$ cat src/rtl/control_multiciclo.sv
// Multicycle RV32I control FSM: sequences fetch/decode/execute/memory/write-back over a shared memory.
// Latency: CPI 3..5 plus one cycle per low mem_ready_i in FETCH, MEM_RD or MEM_WR; enables are held until ready.
module control_multiciclo #(
    parameter int INSTRET_W = 32
) (
    input  logic                 clk_i,
    input  logic                 rst_ni,
    input  logic [6:0]           opcode_i,
    input  logic                 zero_i,
    input  logic                 mem_ready_i,
    output logic                 pcwrite_o,
    output logic                 irwrite_o,
    output logic                 iord_o,
    output logic                 memread_o,
    output logic                 memwrite_o,
    output logic                 regwrite_o,
    output logic [1:0]           wbsel_o,
    output logic [1:0]           alusrca_o,
    output logic [1:0]           alusrcb_o,
    output logic [1:0]           aluop_o,
    output logic                 pcsource_o,
    output logic [3:0]           state_o,
    output logic                 illegal_o,
    output logic [INSTRET_W-1:0] instret_o
);

    typedef enum logic [3:0] {
        S_FETCH    = 4'd0,
        S_DECODE   = 4'd1,
        S_EXEC_R   = 4'd2,
        S_EXEC_I   = 4'd3,
        S_MEM_ADDR = 4'd4,
        S_MEM_RD   = 4'd5,
        S_MEM_WB   = 4'd6,
        S_MEM_WR   = 4'd7,
        S_ALU_WB   = 4'd8,
        S_BRANCH   = 4'd9,
        S_JAL      = 4'd10,
        S_JALR     = 4'd11,
        S_TRAP     = 4'd15
    } state_t;

    localparam logic [6:0] OP_R      = 7'b0110011;
    localparam logic [6:0] OP_I      = 7'b0010011;
    localparam logic [6:0] OP_LOAD   = 7'b0000011;
    localparam logic [6:0] OP_STORE  = 7'b0100011;
    localparam logic [6:0] OP_BRANCH = 7'b1100011;
    localparam logic [6:0] OP_JAL    = 7'b1101111;
    localparam logic [6:0] OP_JALR   = 7'b1100111;

    localparam logic [INSTRET_W-1:0] INSTRET_ONE = {{(INSTRET_W-1){1'b0}}, 1'b1};

    state_t                state;
    logic                  illegal;
    logic [INSTRET_W-1:0]  instret;
    logic                  pcwrite_raw;
    logic                  irwrite_raw;
    logic                  memread_raw;
    logic                  memwrite_raw;
    logic                  regwrite_raw;

    always_ff @(posedge clk_i or negedge rst_ni) begin
        if (!rst_ni) begin
            state   <= S_FETCH;
            illegal <= 1'b0;
            instret <= '0;
        end else begin
            case (state)
                S_FETCH: if (mem_ready_i) state <= S_DECODE;
                S_DECODE: begin
                    case (opcode_i)
                        OP_R:               state <= S_EXEC_R;
                        OP_I:               state <= S_EXEC_I;
                        OP_LOAD, OP_STORE:  state <= S_MEM_ADDR;
                        OP_BRANCH:          state <= S_BRANCH;
                        OP_JAL:             state <= S_JAL;
                        OP_JALR:            state <= S_JALR;
                        default: begin
                            state   <= S_TRAP;
                            illegal <= 1'b1;
                        end
                    endcase
                end
                S_EXEC_R, S_EXEC_I: state <= S_ALU_WB;
                // opcode is already known to be a load or a store here
                S_MEM_ADDR: state <= (opcode_i == OP_LOAD) ? S_MEM_RD : S_MEM_WR;
                S_MEM_RD: if (mem_ready_i) state <= S_MEM_WB;
                S_MEM_WR: begin
                    if (mem_ready_i) begin
                        state   <= S_FETCH;
                        instret <= instret + INSTRET_ONE;
                    end
                end
                S_ALU_WB, S_MEM_WB, S_BRANCH, S_JAL, S_JALR: begin
                    state   <= S_FETCH;
                    instret <= instret + INSTRET_ONE;
                end
                S_TRAP: state <= S_TRAP;
                default: begin
                    state   <= S_TRAP;
                    illegal <= 1'b1;
                end
            endcase
        end
    end

    always_comb begin
        pcwrite_raw  = 1'b0;
        irwrite_raw  = 1'b0;
        memread_raw  = 1'b0;
        memwrite_raw = 1'b0;
        regwrite_raw = 1'b0;
        iord_o       = 1'b0;
        wbsel_o      = 2'd0;
        alusrca_o    = 2'd0;
        alusrcb_o    = 2'd0;
        aluop_o      = 2'd0;
        pcsource_o   = 1'b0;
        case (state)
            S_FETCH: begin
                memread_raw = 1'b1;
                alusrcb_o   = 2'd1;
                irwrite_raw = mem_ready_i;
                pcwrite_raw = mem_ready_i;
            end
            S_DECODE: begin
                alusrca_o = 2'd2;
                alusrcb_o = 2'd2;
            end
            S_EXEC_R: begin
                alusrca_o = 2'd1;
                aluop_o   = 2'd2;
            end
            S_EXEC_I: begin
                alusrca_o = 2'd1;
                alusrcb_o = 2'd2;
                aluop_o   = 2'd3;
            end
            S_MEM_ADDR: begin
                alusrca_o = 2'd1;
                alusrcb_o = 2'd2;
            end
            S_MEM_RD: begin
                memread_raw = 1'b1;
                iord_o      = 1'b1;
            end
            S_MEM_WB: begin
                regwrite_raw = 1'b1;
                wbsel_o      = 2'd1;
            end
            S_MEM_WR: begin
                memwrite_raw = 1'b1;
                iord_o       = 1'b1;
            end
            S_ALU_WB: regwrite_raw = 1'b1;
            S_BRANCH: begin
                alusrca_o   = 2'd1;
                aluop_o     = 2'd1;
                pcsource_o  = 1'b1;
                pcwrite_raw = zero_i;
            end
            S_JAL: begin
                regwrite_raw = 1'b1;
                wbsel_o      = 2'd2;
                pcwrite_raw  = 1'b1;
                pcsource_o   = 1'b1;
            end
            // rd takes the PC still held before this edge, i.e. OldPC+4
            S_JALR: begin
                alusrca_o    = 2'd1;
                alusrcb_o    = 2'd2;
                pcwrite_raw  = 1'b1;
                regwrite_raw = 1'b1;
                wbsel_o      = 2'd2;
            end
            default: ;
        endcase
    end

    // Reset must silence every write strobe even though state already reads FETCH
    assign pcwrite_o  = pcwrite_raw  & rst_ni;
    assign irwrite_o  = irwrite_raw  & rst_ni;
    assign memread_o  = memread_raw  & rst_ni;
    assign memwrite_o = memwrite_raw & rst_ni;
    assign regwrite_o = regwrite_raw & rst_ni;
    assign state_o    = state;
    assign illegal_o  = illegal;
    assign instret_o  = instret;

endmodule

$ cat config.mk
export PLATFORM = sky130hd
export DESIGN_NAME = control_multiciclo
export DESIGN_NICKNAME = d
export VERILOG_FILES = /design/src/rtl/control_multiciclo.sv
export SDC_FILE = /design/constraint.sdc
export NUM_CORES = 1
export LEC_CHECK = 0
export CAP_MARGIN = 20
export CORE_AREA = 2 2 72 74
export DETAILED_ROUTE_END_ITERATION = 6
export DIE_AREA = 0 0 74 76
export PLACE_DENSITY = 0.74
export SYNTH_ARGS = -nofsm -noshare
export SYNTH_HDL_FRONTEND = slang
export SYNTH_SLANG_ARGS = --single-unit
$ cat constraint.sdc
create_clock -name clk_i -period 2.56 [get_ports clk_i]
set_clock_uncertainty 0.2 [all_clocks]
set_input_delay 0.64 -clock clk_i [delete_from_list [all_inputs] [get_ports clk_i]]
set_output_delay 0.64 -clock clk_i [all_outputs]
set_load 0.02 [all_outputs]
== Word-level counts from Yosys, hierarchy flattened ==
Index checks and enable logic that the tools add are counted.
Storage, ports and cells
  register bits: 37
  input bits: 11
  output and inout bits: 52
  word-level logic and storage cells: 71
Operators by class
  add/sub/neg operators: 1
  equal/unequal tests: 23
  muxes and demuxes: 21
  bitwise gates (word level): 6
  reductions and logical operators: 17
Operators by type and width (number)
  case mux 32 bit (2 select lines): 1
  adder 32 x 1 -> 32 bit (second input constant): 1
  two-way mux 32 bit: 1
  case mux 4 bit (7 select lines): 1
  case mux 4 bit (6 select lines): 1
  equality test 7 bit (second input constant): 3
  equality test 4 bit (second input constant): 5
  equality test 4 x 3 -> 1 bit (second input constant): 4
  equality test 7 x 6 -> 1 bit (second input constant): 2
  two-way mux 4 bit: 3
  case mux 2 bit (2 select lines): 3
  OR reduction 12 bit: 1
  OR reduction 2 bit: 6
  OR reduction 5 bit: 2
  equality test 4 x 2 -> 1 bit (second input constant): 2
  != test 2 bit (second input constant): 4
  OR reduction 4 bit: 2
  equality test 7 x 2 -> 1 bit (second input constant): 1
  equality test 7 x 5 -> 1 bit (second input constant): 1
  two-way mux 1 bit: 7
  OR reduction 7 bit: 1
  case mux 2 bit (3 select lines): 1
  bitwise AND 1 bit: 5
  equality test 4 x 1 -> 1 bit (second input constant): 1
  other kinds (8): 9

== Logic depth before layout (Yosys ltp) ==
Gate-level depths: netlist of the first run.
  depth in word-level cells: 4
  depth in mapped cells: 6
  depth with buffers taken out: 6

== Worst setup path after synthesis of the first run ==
No wires, ideal clock.
  path kind: flip-flop to output port
  start: register state[3] (netlist: state_o[3])
  end: output port pcwrite_o
  arrival time: 2.081 ns
  required time: 1.720 ns
  setup slack: -0.361 ns
  cell stages (with the launch flop): 5
  buffers on the path: 1
  cell sequence: dfrtp_1 clkbuf_1 nor4_1 and3_1 o21bai_1
On the way
  longest elaborated chain between the ends: 4
  elaborated cells between the ends (all ways): 7
  those cells by class: 3 x eq/ne; 1 x mux; 1 x bitwise; 2 x reduce/logical
RTL lines
  start, declared: line 53  | state_t state;
  start signal, assigned: line 86  | S_MEM_ADDR: state <= (opcode_i == OP_LOAD) ? S_MEM_RD : S_MEM_WR;
  equality test 4 bit: line 119  | case (state)
  OR reduction 2 bit (no source line)
  case mux 1 bit (3 select lines) (*): line 119
  bitwise AND 1 bit (*): line 181  | assign pcwrite_o = pcwrite_raw & rst_ni;
  end, declared: line 11  | output logic pcwrite_o,
Every way passes the cells marked *; elsewhere a longest branch is shown, timed or not.

== Worst setup path in the final report of the first run ==
  start: register state[0] (netlist: state_o[0])
  end: output port memread_o
On the way
  longest elaborated chain between the ends: 4
  elaborated cells between the ends (all ways): 5
  those cells by class: 1 x eq/ne; 1 x mux; 1 x bitwise; 2 x reduce/logical
RTL lines
  equality test 4 x 3 -> 1 bit / zero test 4 bit (equally long branches): line 119
  OR reduction 2 bit (no source line) (*)
  two-way mux 1 bit (*): line 119
  bitwise AND 1 bit (*): line 183  | assign memread_o = memread_raw & rst_ni;
  end, declared: line 14  | output logic memread_o,
Marked as above.

==> results of run 1 <==
## logic make-up (layout without fill, tap and decap cells)
| family | after synthesis | in the layout | synth area share [%] |
|---|---|---|---|
| buf+inv | 16 | 101 | 3.25 |
| compound gates | 34 | 34 | 9.82 |
| fa+ha+maj | 1 | 1 | 0.602 |
| mux | 1 | 1 | 0.542 |
| flops | 37 | 37 | 44.6 |
| xor+xnor | 31 | 31 | 13.1 |
| simple gates | 105 | 105 | 28.1 |
## through the flow
step	setup slack, ns	hold WS [ns]	instances	total power [mW]	area (sq um)
detailed placement	-0.297	0.267	373	2.37	2960
global route	0.00154	0.137	380	2.91	3040
CTS	0.0107	0.132	380	2.73	3040
floorplan	0.0147	0.144	225	1.61	2100
finish	0.0818	0.140	380	2.71	3040
global placement	-0.271	0.274	373	2.36	2960
## worst reg2reg max path: cells and delay by family (launching register included)
family           cells  cell delay (ns)
AND/OR/NAND/NOR      4             1.34
flip-flops           1             0.47
XOR/XNOR             1             0.15
## how the worst max path moves through the flow
stage                                 startpoint            to  slack [ns]
final                     state_o[0]$_DFFE_PN0P_     memread_o        0.08
after global routing      state_o[2]$_DFFE_PN0P_  alusrca_o[0]       0.002
after CTS                 state_o[3]$_DFFE_PN0P_    memwrite_o        0.01
after detailed placement             mem_ready_i     pcwrite_o       -0.30
after global placement               mem_ready_i     pcwrite_o       -0.27
after floorplan           state_o[3]$_DFFE_PN0P_     pcwrite_o        0.01
## placed cells by master (no fill, tap or decap), drive strengths merged, types with 2 or more instances in the layout
| cell | Yosys | routed |
|---|---|---|
| nand4b | 3 | 3 |
| dlygate4sd2 | 0 | 12 |
| xnor2 | 17 | 17 |
| nor4 | 6 | 6 |
| dfrtp | 37 | 37 |
| clkdlybuf4s50 | 0 | 46 |
| nor2 | 11 | 11 |
| or3 | 4 | 4 |
| nand4 | 6 | 6 |
| xor2 | 14 | 14 |
| nand3 | 12 | 12 |
| nor3 | 13 | 13 |
| o21a | 2 | 2 |
| nor2b | 5 | 5 |
| a31oi | 2 | 2 |
| buf | 2 | 27 |
| and3 | 7 | 7 |
| nand2b | 6 | 6 |
| a21boi | 2 | 2 |
| clkbuf | 7 | 7 |
| nand2 | 27 | 27 |
| a21oi | 9 | 9 |
| o21ai | 12 | 12 |
| inv | 7 | 7 |
| o22ai | 2 | 2 |
## sequential cells by signal (all words and copies together) (netlist names)
| name | count |
|---|---|
| instret_o | 32 |
| state_o | 4 |
| illegal_o | 1 |
## what timing repair did
item | CTS | global route
endpoints found under the setup margin | 15 | 4
hold buffers | 0 | 0
resized for setup | 20 | 5
## power by group
group	switching [mW]	internal, mW
clock	0.193	0.213
combinational	0.759	0.700
sequential	0.160	0.686
total	1.11	1.60
## final cells by class
type                       count  area share [%]
clock buffer                   6            2.72
inverter                       7           0.866
clock inverter                 1           0.247
tap                           70            2.89
multi-input combinational    172            36.6
sequential                    37            30.6
timing repair buffer          87            26.1
## layer usage
metal	part of all wire (%)	up-vias
met4	1.0	0
met3	3.9	5
met5	0	-
met2	49	47
li1	-	959
met1	46	932
==> impl.org, run 1 <==
** Status
- Status :: complete, no violations

** Pwr
- Leakage power of the design :: 1.26 nW
- VDD IR max :: 629 uV
- Power density cells :: 893 nW/um^2

** Flow run
- Max-capacitance violation count :: 0

** Clock tree
- At the later pin of the worst-skew pair, clock insertion delay measures 0.28 ns.
- TritonCTS clock tree :: yes
- CTS Buf Count :: 5
- CTS sink count :: 37
- After clock tree synthesis, the clock-pin slew on the worst setup and hold paths is 0.07 ns.
- The H-tree was split into 2 levels.
- Number of buffers on the longest clock path :: 2
- The tree is rooted in a sky130_fd_sc_hd__clkbuf_8.
- Post-CTS setup-driven buffer insertion count :: 0

** Final layout
- Post-route core utilization :: 61.8%
- Area of the multi-input gates :: 1110 sq um
- The repair_antennas step left the layout with diodes totalling 0.
- Relative to the synthesized area, the layout overhead comes to 46.1%.
- Registers take 928 sq um.
- The filler cells instantiated in the layout total 423.
- Nets :: 322
- Fraction of layout instances using a drive strength above 1 :: 16.5%

** Yosys
- Synthesis produced a netlist with a net count of 237.
- For this run, asynchronously set or reset flops after synthesis account for 100%.
- Number of flops mapped to enable cells by yosys :: 0
- Flip-flop and latch count after synthesis :: 37
- Top_reg_cell synth :: sky130_fd_sc_hd__dfrtp_1
- Number of synthesis warnings :: 0
- Most instantiated library cell after synthesis :: sky130_fd_sc_hd__dfrtp_1
- Top cells by count, synth :: sky130_fd_sc_hd__dfrtp_1, sky130_fd_sc_hd__nand2_1, sky130_fd_sc_hd__xnor2_1
- Synthesized instance count :: 225
- The largest total area in the synthesized netlist belongs to sky130_fd_sc_hd__dfrtp_1.
- The synthesized netlist contains 41 unique library cells.
- Synthesized area per cell :: 9.23 sq um
- Post-synthesis cell area :: 2080 sq um
- Share of the synthesized area in the top cell type :: 44.6%
- After synthesis, the cell types taking the most area are sky130_fd_sc_hd__dfrtp_1, sky130_fd_sc_hd__xnor2_1, sky130_fd_sc_hd__xor2_1.
- Sequential cells were found to cover 44.6% of the synthesized design area.

** Critical path
- In this run the worst path has a maximum fanout of 6.
- On the critical path, the stage with the largest delay is an instance of sky130_fd_sc_hd__dfrtp_1.
- Largest stage delay on the critical path :: 0.47 ns
- The endpoint identified for the worst register-to-register timing path is instret_o[30]$_DFFE_PN0P_.
- Nature of the critical path endpoint :: output port
- For the worst setup path, the data required time is 1.72 ns.
- Levels on crit path :: 4
- Critical path buffer and inverter count :: 2
- The number of cells on the worst reg-to-reg path is 5.
- Startpoint type of the worst setup path :: register
- Worst R2R Setup Slack :: 0.31 ns
- Launching point of the worst reg2reg path :: instret_o[8]$_DFFE_PN0P_
- Family with the most delay on the worst path :: buffers and inverters
- Classification of the worst setup path :: reg -> out
- The signal on the critical path passes through nor2b_2 -> buf_4 -> nor4_2 -> clkdlybuf4s15_1.
- Arrival time at the worst endpoint :: 1.64 ns

** STA
- Of the available clock period, the critical path in the final layout requires 96.8%.
- Static timing analysis puts the maximum clock frequency at 0.404 GHz.
- In the final timing run, aggregate negative setup slack is 0 ns.
- The final count of pins violating max slew was 0.
- Count of endpoints failing setup in the final report :: 0
- Relative slew slack :: 73.9%
- Period minus WS final :: 2.48 ns
- Final hold vios :: 0
- Setup repair after global routing left no endpoint under its margin.
- At the pin with the least slew margin, the transition time is 0.392 ns.

** GRT
- For this run, the total global-route usage over all layers was measured as 19.1%.
- Global routing consumed, on the met2 layer, 30.4% of the routing resources.
- The number of antenna violations at the first check in global routing is 0.
- Fraction of met1 tracks used by global routing :: 26.0%
- Via count of the first global-routing pass :: 1,850
- The first global-routing pass estimated 8.58 mm of wire.
- Largest net degree at the start of global routing :: 33
- Highest-utilization routing layer at the global route stage :: met2
- For met3 alone, demand over resource in global routing was 5.03%.
- The total overflow left after global routing is 0.

** Floorplanning
- The die is 76 um tall.
- Number of core rows :: 26
- The floorplan step defined a die boundary enclosing 5620 sq um.
- Chip Width :: 74 um
- Core ar. :: 4910 sq um
- Once the floorplan was initialized, standard cells occupied 42.3% of the core.
- Number of ports placed on the die boundary :: 63

** Routing
- Across all layers, the routed design uses 1,943 vias.
- Number of violations reported at the end of detailed-routing iteration 0 :: 72
- Once detail routing completed, the nets flagged for antenna violations numbered 0.
- Vias per cell :: 5.11
- First-pass iteration count of the detailed router :: 4
- The routed design has 5.00 mm of wire.
- Residual DRC count :: 0
- After detailed routing, the average wire length per cell comes to 13.2 um.

** Placement
- Hpwl dp :: 3.89 mm
- At the end of routability-driven placement, the weighted congestion stood at 0.819.
- During placement, the flow inserted port buffers numbering 62.

** Min path
- The tightest min-delay check is of the in -> async type.
(Power assumes the default switching activity.)
==> run 2: changes to the inputs <==
Settings changed: GPL_ROUTABILITY_DRIVEN set to 0.
==> results of run 2 <==
Same layout as run 1: the final DEF is identical, and so are final timing and power.
